[src/rtl/mem_port_arbiter_if.sv]
// mem_port_arbiter_if
//   Bundles the request/grant handshake between the IF and DM requesters,
//   the memory completion pulse, and the mux/stall/timeout outputs of the
//   shared memory-port arbiter.
//   slave  : arbiter side (takes requests and done, drives grants/mux/stalls)
//   master : requester/pipeline side (drives requests and done)
interface mem_port_arbiter_if;
  logic req_if;
  logic req_dm;
  logic done;
  logic grant_if;
  logic grant_dm;
  logic sel;
  logic en;
  logic stall_if;
  logic stall_dm;
  logic timeout;

  modport slave (
    input  req_if, req_dm, done,
    output grant_if, grant_dm, sel, en, stall_if, stall_dm, timeout
  );

  modport master (
    output req_if, req_dm, done,
    input  grant_if, grant_dm, sel, en, stall_if, stall_dm, timeout
  );
endinterface

[src/rtl/mem_port_arbiter.sv]
// mem_port_arbiter
//   Grants the single shared memory port to instruction fetch (IF) or data
//   memory (DM), holds the grant until done, and drives the steering mux
//   select/enable plus per-requester stalls.
//   clk    : clock, rising edge
//   rst_n  : asynchronous active-low reset
//   bus    : handshake/mux/stall/timeout signals (slave modport)
//
//   state  | meaning
//   IDLE   | port unowned, mux disabled
//   GNT_IF | port owned by instruction fetch, sel=0
//   GNT_DM | port owned by data memory, sel=1
module mem_port_arbiter #(
  parameter int MAX_DM_RUN = 3,
  parameter int TIMEOUT    = 15
) (
  input  logic                 clk,
  input  logic                 rst_n,
  mem_port_arbiter_if.slave    bus
);

  typedef enum logic [1:0] {IDLE, GNT_IF, GNT_DM} state_t;

  localparam logic [3:0] MAX_RUN   = 4'(MAX_DM_RUN);
  localparam logic [7:0] HOLD_LAST = 8'(TIMEOUT - 1);

  state_t     state_q, state_d;
  logic [3:0] dm_run_q, dm_run_d;
  logic [7:0] hold_q, hold_d;
  logic [3:0] dm_run_sat;
  logic [3:0] run_eval;
  logic       issue;
  logic       to_pulse;

  function automatic state_t arbitrate(input logic r_if, input logic r_dm,
                                       input logic [3:0] run);
    if (r_if && r_dm) return (run == MAX_RUN) ? GNT_IF : GNT_DM;
    else if (r_dm)    return GNT_DM;
    else if (r_if)    return GNT_IF;
    else              return IDLE;
  endfunction

  assign dm_run_sat = (dm_run_q >= MAX_RUN) ? MAX_RUN : dm_run_q + 4'd1;

  always_ff @(posedge clk or negedge rst_n) begin
    if (!rst_n) begin
      state_q  <= IDLE;
      dm_run_q <= 4'd0;
      hold_q   <= 8'd0;
    end else begin
      state_q  <= state_d;
      dm_run_q <= dm_run_d;
      hold_q   <= hold_d;
    end
  end

  always_comb begin
    state_d  = state_q;
    dm_run_d = dm_run_q;
    hold_d   = hold_q;
    run_eval = dm_run_q;
    issue    = 1'b0;
    to_pulse = 1'b0;

    case (state_q)
      IDLE: issue = 1'b1;
      GNT_IF: begin
        if (bus.done) begin
          issue = 1'b1;
        end else if (!bus.req_if) begin
          state_d = IDLE;
        end else if (hold_q == HOLD_LAST) begin
          to_pulse = 1'b1;
          state_d  = IDLE;
        end else begin
          hold_d = hold_q + 8'd1;
        end
      end
      GNT_DM: begin
        if (bus.done) begin
          // The completing grant counts toward the run before deciding who
          // goes next, so IF is forced right after the MAX_DM_RUN-th completion.
          run_eval = bus.req_if ? dm_run_sat : 4'd0;
          dm_run_d = run_eval;
          issue    = 1'b1;
        end else if (!bus.req_dm) begin
          state_d = IDLE;
        end else if (hold_q == HOLD_LAST) begin
          to_pulse = 1'b1;
          state_d  = IDLE;
        end else begin
          hold_d = hold_q + 8'd1;
        end
      end
      default: state_d = IDLE;
    endcase

    if (issue) begin
      state_d = arbitrate(bus.req_if, bus.req_dm, run_eval);
      hold_d  = 8'd0;
      if (state_d == GNT_IF) dm_run_d = 4'd0;
    end
  end

  assign bus.grant_if = (state_q == GNT_IF);
  assign bus.grant_dm = (state_q == GNT_DM);
  assign bus.sel      = (state_q == GNT_DM);
  assign bus.en       = (state_q != IDLE);
  assign bus.stall_if = bus.req_if & ~bus.grant_if;
  assign bus.stall_dm = bus.req_dm & ~bus.grant_dm;
  assign bus.timeout  = to_pulse;

endmodule

[src/flat_wrapper.sv]
// flat-port wrapper written by rule: the top's interface ports become plain ports
module mem_port_arbiter_flat 
#(
  parameter int MAX_DM_RUN = 3,
  parameter int TIMEOUT    = 15
)
  (clk, rst_n, bus_req_if, bus_req_dm, bus_done, bus_grant_if, bus_grant_dm, bus_sel, bus_en, bus_stall_if, bus_stall_dm, bus_timeout);
  mem_port_arbiter_if bus_i ();
  input  logic clk;
  input  logic rst_n;
  input wire logic [$bits(bus_i.req_if)-1:0] bus_req_if;
  input wire logic [$bits(bus_i.req_dm)-1:0] bus_req_dm;
  input wire logic [$bits(bus_i.done)-1:0] bus_done;
  output wire logic [$bits(bus_i.grant_if)-1:0] bus_grant_if;
  output wire logic [$bits(bus_i.grant_dm)-1:0] bus_grant_dm;
  output wire logic [$bits(bus_i.sel)-1:0] bus_sel;
  output wire logic [$bits(bus_i.en)-1:0] bus_en;
  output wire logic [$bits(bus_i.stall_if)-1:0] bus_stall_if;
  output wire logic [$bits(bus_i.stall_dm)-1:0] bus_stall_dm;
  output wire logic [$bits(bus_i.timeout)-1:0] bus_timeout;
  assign bus_i.req_if = bus_req_if;
  assign bus_i.req_dm = bus_req_dm;
  assign bus_i.done = bus_done;
  assign bus_grant_if = bus_i.grant_if;
  assign bus_grant_dm = bus_i.grant_dm;
  assign bus_sel = bus_i.sel;
  assign bus_en = bus_i.en;
  assign bus_stall_if = bus_i.stall_if;
  assign bus_stall_dm = bus_i.stall_dm;
  assign bus_timeout = bus_i.timeout;
  mem_port_arbiter #(.MAX_DM_RUN(MAX_DM_RUN), .TIMEOUT(TIMEOUT)) u_core (.clk(clk), .rst_n(rst_n), .bus(bus_i));
endmodule
[config.mk]
export PLATFORM = sky130hd
export DESIGN_NAME = mem_port_arbiter_flat
export DESIGN_NICKNAME = d
export VERILOG_FILES = /design/src/rtl/mem_port_arbiter_if.sv /design/src/rtl/mem_port_arbiter.sv /design/src/flat_wrapper.sv
export SDC_FILE = /design/constraint.sdc
export NUM_CORES = 1
export LEC_CHECK = 0
export ABC_AREA = 1
export CAP_MARGIN = 20
export CORE_MARGIN = 2
export CORE_UTILIZATION = 55
export CTS_BUF_LIST = sky130_fd_sc_hd__clkbuf_8
export DETAILED_ROUTE_END_ITERATION = 8
export HOLD_SLACK_MARGIN = 0.08
export PLACE_DENSITY = 0.78
export SETUP_SLACK_MARGIN = 0.3
export SYNTH_ARGS = -nofsm -noshare
export SYNTH_HDL_FRONTEND = slang
export SYNTH_SLANG_ARGS = --single-unit
[constraint.sdc]
create_clock -name clk -period 1.8 [get_ports clk]
set_input_delay 0.36 -clock clk [delete_from_list [all_inputs] [get_ports clk]]
set_output_delay 0.36 -clock clk [all_outputs]
set_load 0.02 [all_outputs]
==> load_flow_metrics.sql, run 1 <==
INSERT INTO impl_metrics (metric_group, metric, value, unit) VALUES
('clock_network', 'root_buffer', 'sky130_fd_sc_hd__clkbuf_8', ''),
('clock_network', 'max-clock-path-buffers', '2', ''),
('run_status', 'last-stage-reached', 'global routing', ''),
('floorplan', 'number_of_placement_rows', '15', ''),
('clock_network', 'numCtsBuffers', '3', ''),
('synthesis', 'asyncSetResetFlopFracSynth', '100', '%'),
('synthesis', 'yosysUniqueCellTypes', '29', ''),
('global_route', 'grt_antenna_before_repair', '0', ''),
('synthesis', 'netlist_area', '1050', 'um2'),
('timing', 'globalroute.repair_timing.worst_endpoint', 'u_core.state_q[1]$_DFFE_PN0P_/D', ''),
('synthesis', 'yosysWarnings', '0', ''),
('synthesis', 'synth.ff_latch_count', '14', ''),
('synthesis', 'yosys-top-cells-count', 'sky130_fd_sc_hd__nand2_1 (38), sky130_fd_sc_hd__dfrtp_1 (14), sky130_fd_sc_hd__inv_1 (13), sky130_fd_sc_hd__nor2_1 (13), sky130_fd_sc_hd__nand3_1 (11)', ''),
('run_status', 'tool.error', '[ERROR DPL-0033] detailed placement checks failed during check placement.', ''),
('floorplan', 'number_of_top_level_pins', '12', ''),
('clock_network', 'clock_sinks', '14', ''),
('floorplan', 'die_width', '47.7', 'um'),
('synthesis', 'synth.net_count', '149', ''),
('synthesis', 'syn_inst', '137', ''),
('floorplan', 'start_util', '59.4', '%'),
('synthesis', 'synth.avg_cell_area', '7.65', 'um2'),
('clock_network', 'cts_hold_buf', '0', ''),
('synthesis', 'yosysTopAreaCell', 'sky130_fd_sc_hd__dfrtp_1', ''),
('placement', 'numPortBuffers', '11', ''),
('synthesis', 'synth-edff-count', '0', ''),
('placement', 'dp.final_hpwl', '2030', 'um'),
('placement', 'gp_congestion', '0.873', ''),
('run_status', 'run_status', 'aborted with a tool error', ''),
('floorplan', 'die_h', '47.7', 'um'),
('synthesis', 'proportion_of_synthesized_chip_area_in_sequential_cells', '33.4', '%'),
('clock_network', 'ctsHtreeMaxLevel', '1', ''),
('timing', 'worst_endpoint_kind', 'register input', ''),
('synthesis', 'synth_top_area_share', '33.4', '%'),
('global_route', 'grt_start_max_net_pins', '15', ''),
('synthesis', 'ys_dominant_reg_cell', 'sky130_fd_sc_hd__dfrtp_1', ''),
('synthesis', 'synth_top_cells_by_area', 'sky130_fd_sc_hd__dfrtp_1 (33%), sky130_fd_sc_hd__nand2_1 (14%), sky130_fd_sc_hd__ha_1 (8.4%)', ''),
('synthesis', 'synthMostInstantiatedCell', 'sky130_fd_sc_hd__nand2_1', '');
-- logic make-up after synthesis --
group / count (synthesis) / share of synthesized area [%]
XOR/XNOR: 5 / 4.18
buffers and inverters: 22 / 9.79
AND/OR/NAND/NOR: 78 / 37.5
AO/OA/AOI/OAI: 11 / 6.80
flip-flops: 14 / 33.4
adder cells (fa/ha/maj): 7 / 8.35
-- metrics by stage --
step                utilization, %  worst slack, ns  instances  cell area [um2]
CTS                           93.0           0.0124        208             1640
floorplan                        -            0.194        137             1120
detailed placement            82.6           -0.473        198             1460
global placement              82.6           -0.459        198             1460
-- timing repair --
action,in CTS
pin swaps,17
gates cloned,1
setup endpoints to repair,21
gates resized for setup,67
setup buffers,6
==> run 2: changes to the inputs <==
--- a/config.mk
+++ b/config.mk
@@ -7,13 +7,10 @@
 export LEC_CHECK = 0
 export ABC_AREA = 1
 export CAP_MARGIN = 20
-export CORE_MARGIN = 2
-export CORE_UTILIZATION = 55
-export CTS_BUF_LIST = sky130_fd_sc_hd__clkbuf_8
+export CORE_AREA = 2 2 63 65
 export DETAILED_ROUTE_END_ITERATION = 8
-export HOLD_SLACK_MARGIN = 0.08
-export PLACE_DENSITY = 0.78
-export SETUP_SLACK_MARGIN = 0.3
+export DIE_AREA = 0 0 65 67
+export PLACE_DENSITY_LB_ADDON = 0.15
 export SYNTH_ARGS = -nofsm -noshare
 export SYNTH_HDL_FRONTEND = slang
 export SYNTH_SLANG_ARGS = --single-unit
==> run 2 against run 1 <==
Compared with the run above: synthesized cell count did not move; the flow now finishes, with violations (setup timing); area after synthesis did not move.
==> load_flow_metrics.sql, run 2 <==
INSERT INTO impl_metrics (metric_group, metric, value, unit) VALUES
('global_route', 'wire_length_of_the_first_global_routing_pass', '4470', 'um'),
('timing', 'unrepaired_setup_endpoints_after_global_routing', 'yes', ''),
('setup_path', 'critical-path-top-delay-family', 'buffers and inverters', ''),
('clock_network', 'tritoncts_clock_tree', 'yes', ''),
('power_and_ir_drop', 'power.leakage', '0.817', 'nW'),
('timing', 'setup_slack', '-0.0415', 'ns'),
('clock_network', 'clock_sinks', '14', ''),
('power_and_ir_drop', 'worst_ir_drop_vdd', '863', 'uV'),
('power_and_ir_drop', 'power_density', '1370', 'nW/um2'),
('placement', 'dp.final_hpwl', '1940', 'um'),
('run_status', 'failed_checks', 'setup timing', ''),
('timing', 'fmax', '0.543', 'GHz'),
('detailed_routing', 'route.vias.total', '1006', ''),
('synthesis', 'synth-edff-count', '0', ''),
('clock_network', 'cts.reportedPaths.clkPinSlew', '0.06', 'ns'),
('clock_network', 'max-clock-path-buffers', '2', ''),
('detailed_routing', 'drt.antenna.violating_nets', '0', ''),
('synthesis', 'synth_top_area_share', '33.4', '%'),
('finish', 'diodes', '0', ''),
('clock_network', 'root_buffer', 'sky130_fd_sc_hd__clkbuf_8', ''),
('setup_path', 'crit_arrival', '1.48', 'ns'),
('clock_network', 'ctsHtreeMaxLevel', '1', ''),
('timing', 'slew_violations', '0', ''),
('setup_path', 'crit_buf_inv', '4', ''),
('timing', 'setup_total_negative_slack', '-0.0415', 'ns'),
('placement', 'gp_congestion', '0.802', ''),
('synthesis', 'yosysWarnings', '0', ''),
('global_route', 'grt_antenna_before_repair', '0', ''),
('setup_path', 'crit_path_top_delay_cell', 'sky130_fd_sc_hd__clkdlybuf4s50_1', ''),
('global_route', 'globalRouteTotalUtil', '13.2', '%'),
('clock_network', 'numCtsBuffers', '3', ''),
('setup_path', 'worst-path-max-fanout', '2', ''),
('global_route', 'grt-ovfl-total', '0', ''),
('setup_path', 'setup.worst_path.class', 'input port to output pin', ''),
('finish', 'registers.top_by_ff_count', 'u_core.hold_q', ''),
('synthesis', 'asyncSetResetFlopFracSynth', '100', '%'),
('timing', 'timing.max_slew.rel_slack', '82.9', '%'),
('timing', 'tightest_slew', '0.254', 'ns'),
('floorplan', 'start_util', '29.1', '%'),
('synthesis', 'synth.avg_cell_area', '7.65', 'um2'),
('timing', 'worst_clock_skew', '0.00157', 'ns'),
('floorplan', 'die_area', '4360', 'um2'),
('synthesis', 'yosysTopAreaCell', 'sky130_fd_sc_hd__dfrtp_1', ''),
('setup_path', 'crit_chain', 'clkdlybuf4s50_1 > inv_1 > o21ai_2 > inv_2 > nor3_2 > buf_4', ''),
('timing', 'period_needed', '1.84', 'ns'),
('finish', 'biggest_registers_after_layout', 'u_core.hold_q: 8 flops, u_core.dm_run_q: 4 flops, u_core.state_q: 2 flops', ''),
('synthesis', 'yosysUniqueCellTypes', '29', ''),
('run', 'timing.max_cap.violations', '0', ''),
('setup_path', 'setup.worst_path.start_class', 'input port', ''),
('detailed_routing', 'drt_first_pass_iters', '4', ''),
('finish', 'largest_register_ffs', '8', ''),
('detailed_routing', 'drt-initial-drc-count', '6', ''),
('synthesis', 'synth.ff_latch_count', '14', ''),
('synthesis', 'syn_inst', '137', ''),
('global_route', 'met3_usage', '1.86', '%'),
('synthesis', 'synthMostInstantiatedCell', 'sky130_fd_sc_hd__nand2_1', ''),
('floorplan', 'core', '3610', 'um2'),
('timing', 'period_share', '102', '%'),
('floorplan', 'die_h', '67', 'um'),
('finish', 'final_layout_size_suffix_gt1_share', '40.3', '%'),
('detailed_routing', 'route.detailed.vias_per_inst', '4.30', ''),
('synthesis', 'ys_dominant_reg_cell', 'sky130_fd_sc_hd__dfrtp_1', ''),
('timing', 'report.final.hold_viol_count', '0', ''),
('synthesis', 'netlist_area', '1050', 'um2'),
('timing', 'final-setup-viol-count', '1', ''),
('synthesis', 'synth_top_cells_by_area', 'sky130_fd_sc_hd__dfrtp_1 (33%), sky130_fd_sc_hd__nand2_1 (14%), sky130_fd_sc_hd__ha_1 (8.4%)', ''),
('floorplan', 'die_width', '65', 'um'),
('synthesis', 'proportion_of_synthesized_chip_area_in_sequential_cells', '33.4', '%'),
('setup_path', 'worst_path_largest_cell_delay', '0.48', 'ns'),
('floorplan', 'number_of_placement_rows', '22', ''),
('placement', 'numPortBuffers', '11', ''),
('hold_path', 'hold_path_class', 'input port to asynchronous set/reset pin', ''),
('setup_path', 'timing.reg2reg.setup_slack', '0.05', 'ns'),
('global_route', 'first_global_vias', '1049', ''),
('global_route', 'grt_start_max_net_pins', '15', ''),
('detailed_routing', 'wl', '2490', 'um'),
('clock_network', 'cts_hold_buf', '0', ''),
('run_status', 'run_status', 'finished with violations', ''),
('global_route', 'global_route.usage.met1', '17.8', '%'),
('finish', 'final_cell_mix', 'sky130_fd_sc_hd__nand2_1 (34), sky130_fd_sc_hd__buf_4 (34), sky130_fd_sc_hd__dfrtp_1 (14)', ''),
('placement', 'placement.setup.worst_slack', '-0.501', 'ns'),
('detailed_routing', 'route.detailed.drc', '0', ''),
('clock_network', 'clkLatencyLatePin', '0.24', 'ns'),
('global_route', 'busiest_grt_layer', 'met2', ''),
('timing', 'hold-worst-slack', '0.434', 'ns'),
('power_and_ir_drop', 'total_power_draw', '0.00215', 'W'),
('floorplan', 'number_of_top_level_pins', '12', ''),
('synthesis', 'synth.net_count', '149', ''),
('synthesis', 'yosys-top-cells-count', 'sky130_fd_sc_hd__nand2_1 (38), sky130_fd_sc_hd__dfrtp_1 (14), sky130_fd_sc_hd__inv_1 (13), sky130_fd_sc_hd__nor2_1 (13), sky130_fd_sc_hd__nand3_1 (11)', ''),
('finish', 'area_growth', '50.2', '%'),
('setup_path', 'crit_path_end_kind', 'output pin', ''),
('finish', 'layout.core_utilization', '43.7', '%'),
('setup_path', 'required', '1.44', 'ns'),
('detailed_routing', 'routed_wire_length_per_instance', '10.7', 'um'),
('global_route', 'use_met2', '21.4', '%'),
('finish', 'final_net_count', '199', '');
-- run 2: cell counts after synthesis --
No cell type changed its count.
-- run 2: report_power, final --
part	switching [W]	internal, W	total [W]
clock	0.000121	0.000194	0.000315
combinational	0.000736	0.000694	0.00143
sequential	0.0000376	0.000369	0.000406
total	0.000895	0.00126	0.00215
-- run 2: metal layers --
layer  vias up  wire length [um]
met1       461              1310
met5         -                 0
li1        534                 -
met3         2                49
met2         9              1120
met4         0                20
-- run 2: layout make-up --
class | instances | area (um2)
clock buffer | 4 | 55.1
fill | 378 | 2030
inverter | 20 | 90.1
multi-input combinational | 102 | 654
sequential | 14 | 350
tap | 48 | 60.1
timing repair buffer | 46 | 365
-- run 2: cells by family (layout without fill, tap and decap cells) --
logic type	count (synthesis)	count (layout)	share of synthesized area, %
flip-flops	14	14	33.4
AO/OA/AOI/OAI	11	11	6.80
adder cells (fa/ha/maj)	7	7	8.35
buffers and inverters	22	70	9.79
AND/OR/NAND/NOR	78	79	37.5
XOR/XNOR	5	5	4.18
-- run 2: final timing paths --
kind	from	endpoint	depth (start not counted)
setup / recovery	bus_req_dm	bus_timeout	6
hold / removal	rst_n	u_core.hold_q[3]	2
setup reg to reg	u_core.state_q[0]	u_core.hold_q[1]	10
hold reg to reg	u_core.hold_q[6]	u_core.hold_q[6]	2
max in group asynchronous	rst_n	u_core.dm_run_q[2]	2
min in group clk	u_core.hold_q[6]	u_core.hold_q[6]	2
-- run 2: what timing repair did --
| action | 4_1_cts | 5_1_grt |
|---|---|---|
| setup endpoints to repair | 16 | 18 |
| pin swaps | 2 | 5 |
| gates resized for setup | 15 | 21 |
| setup buffers | 2 | 3 |
| cloned | 1 | 0 |
| endpoints found under the hold margin | 0 | 0 |
-- run 2: per-stage QoR --
stage | area, um2 | instances
finish | 1580 | 234
global route | 1580 | 234
CTS | 1510 | 232
detailed placement | 1450 | 225
global placement | 1450 | 225
floorplan | 1060 | 137
No activity file was read; power rests on OpenSTA's default activity.
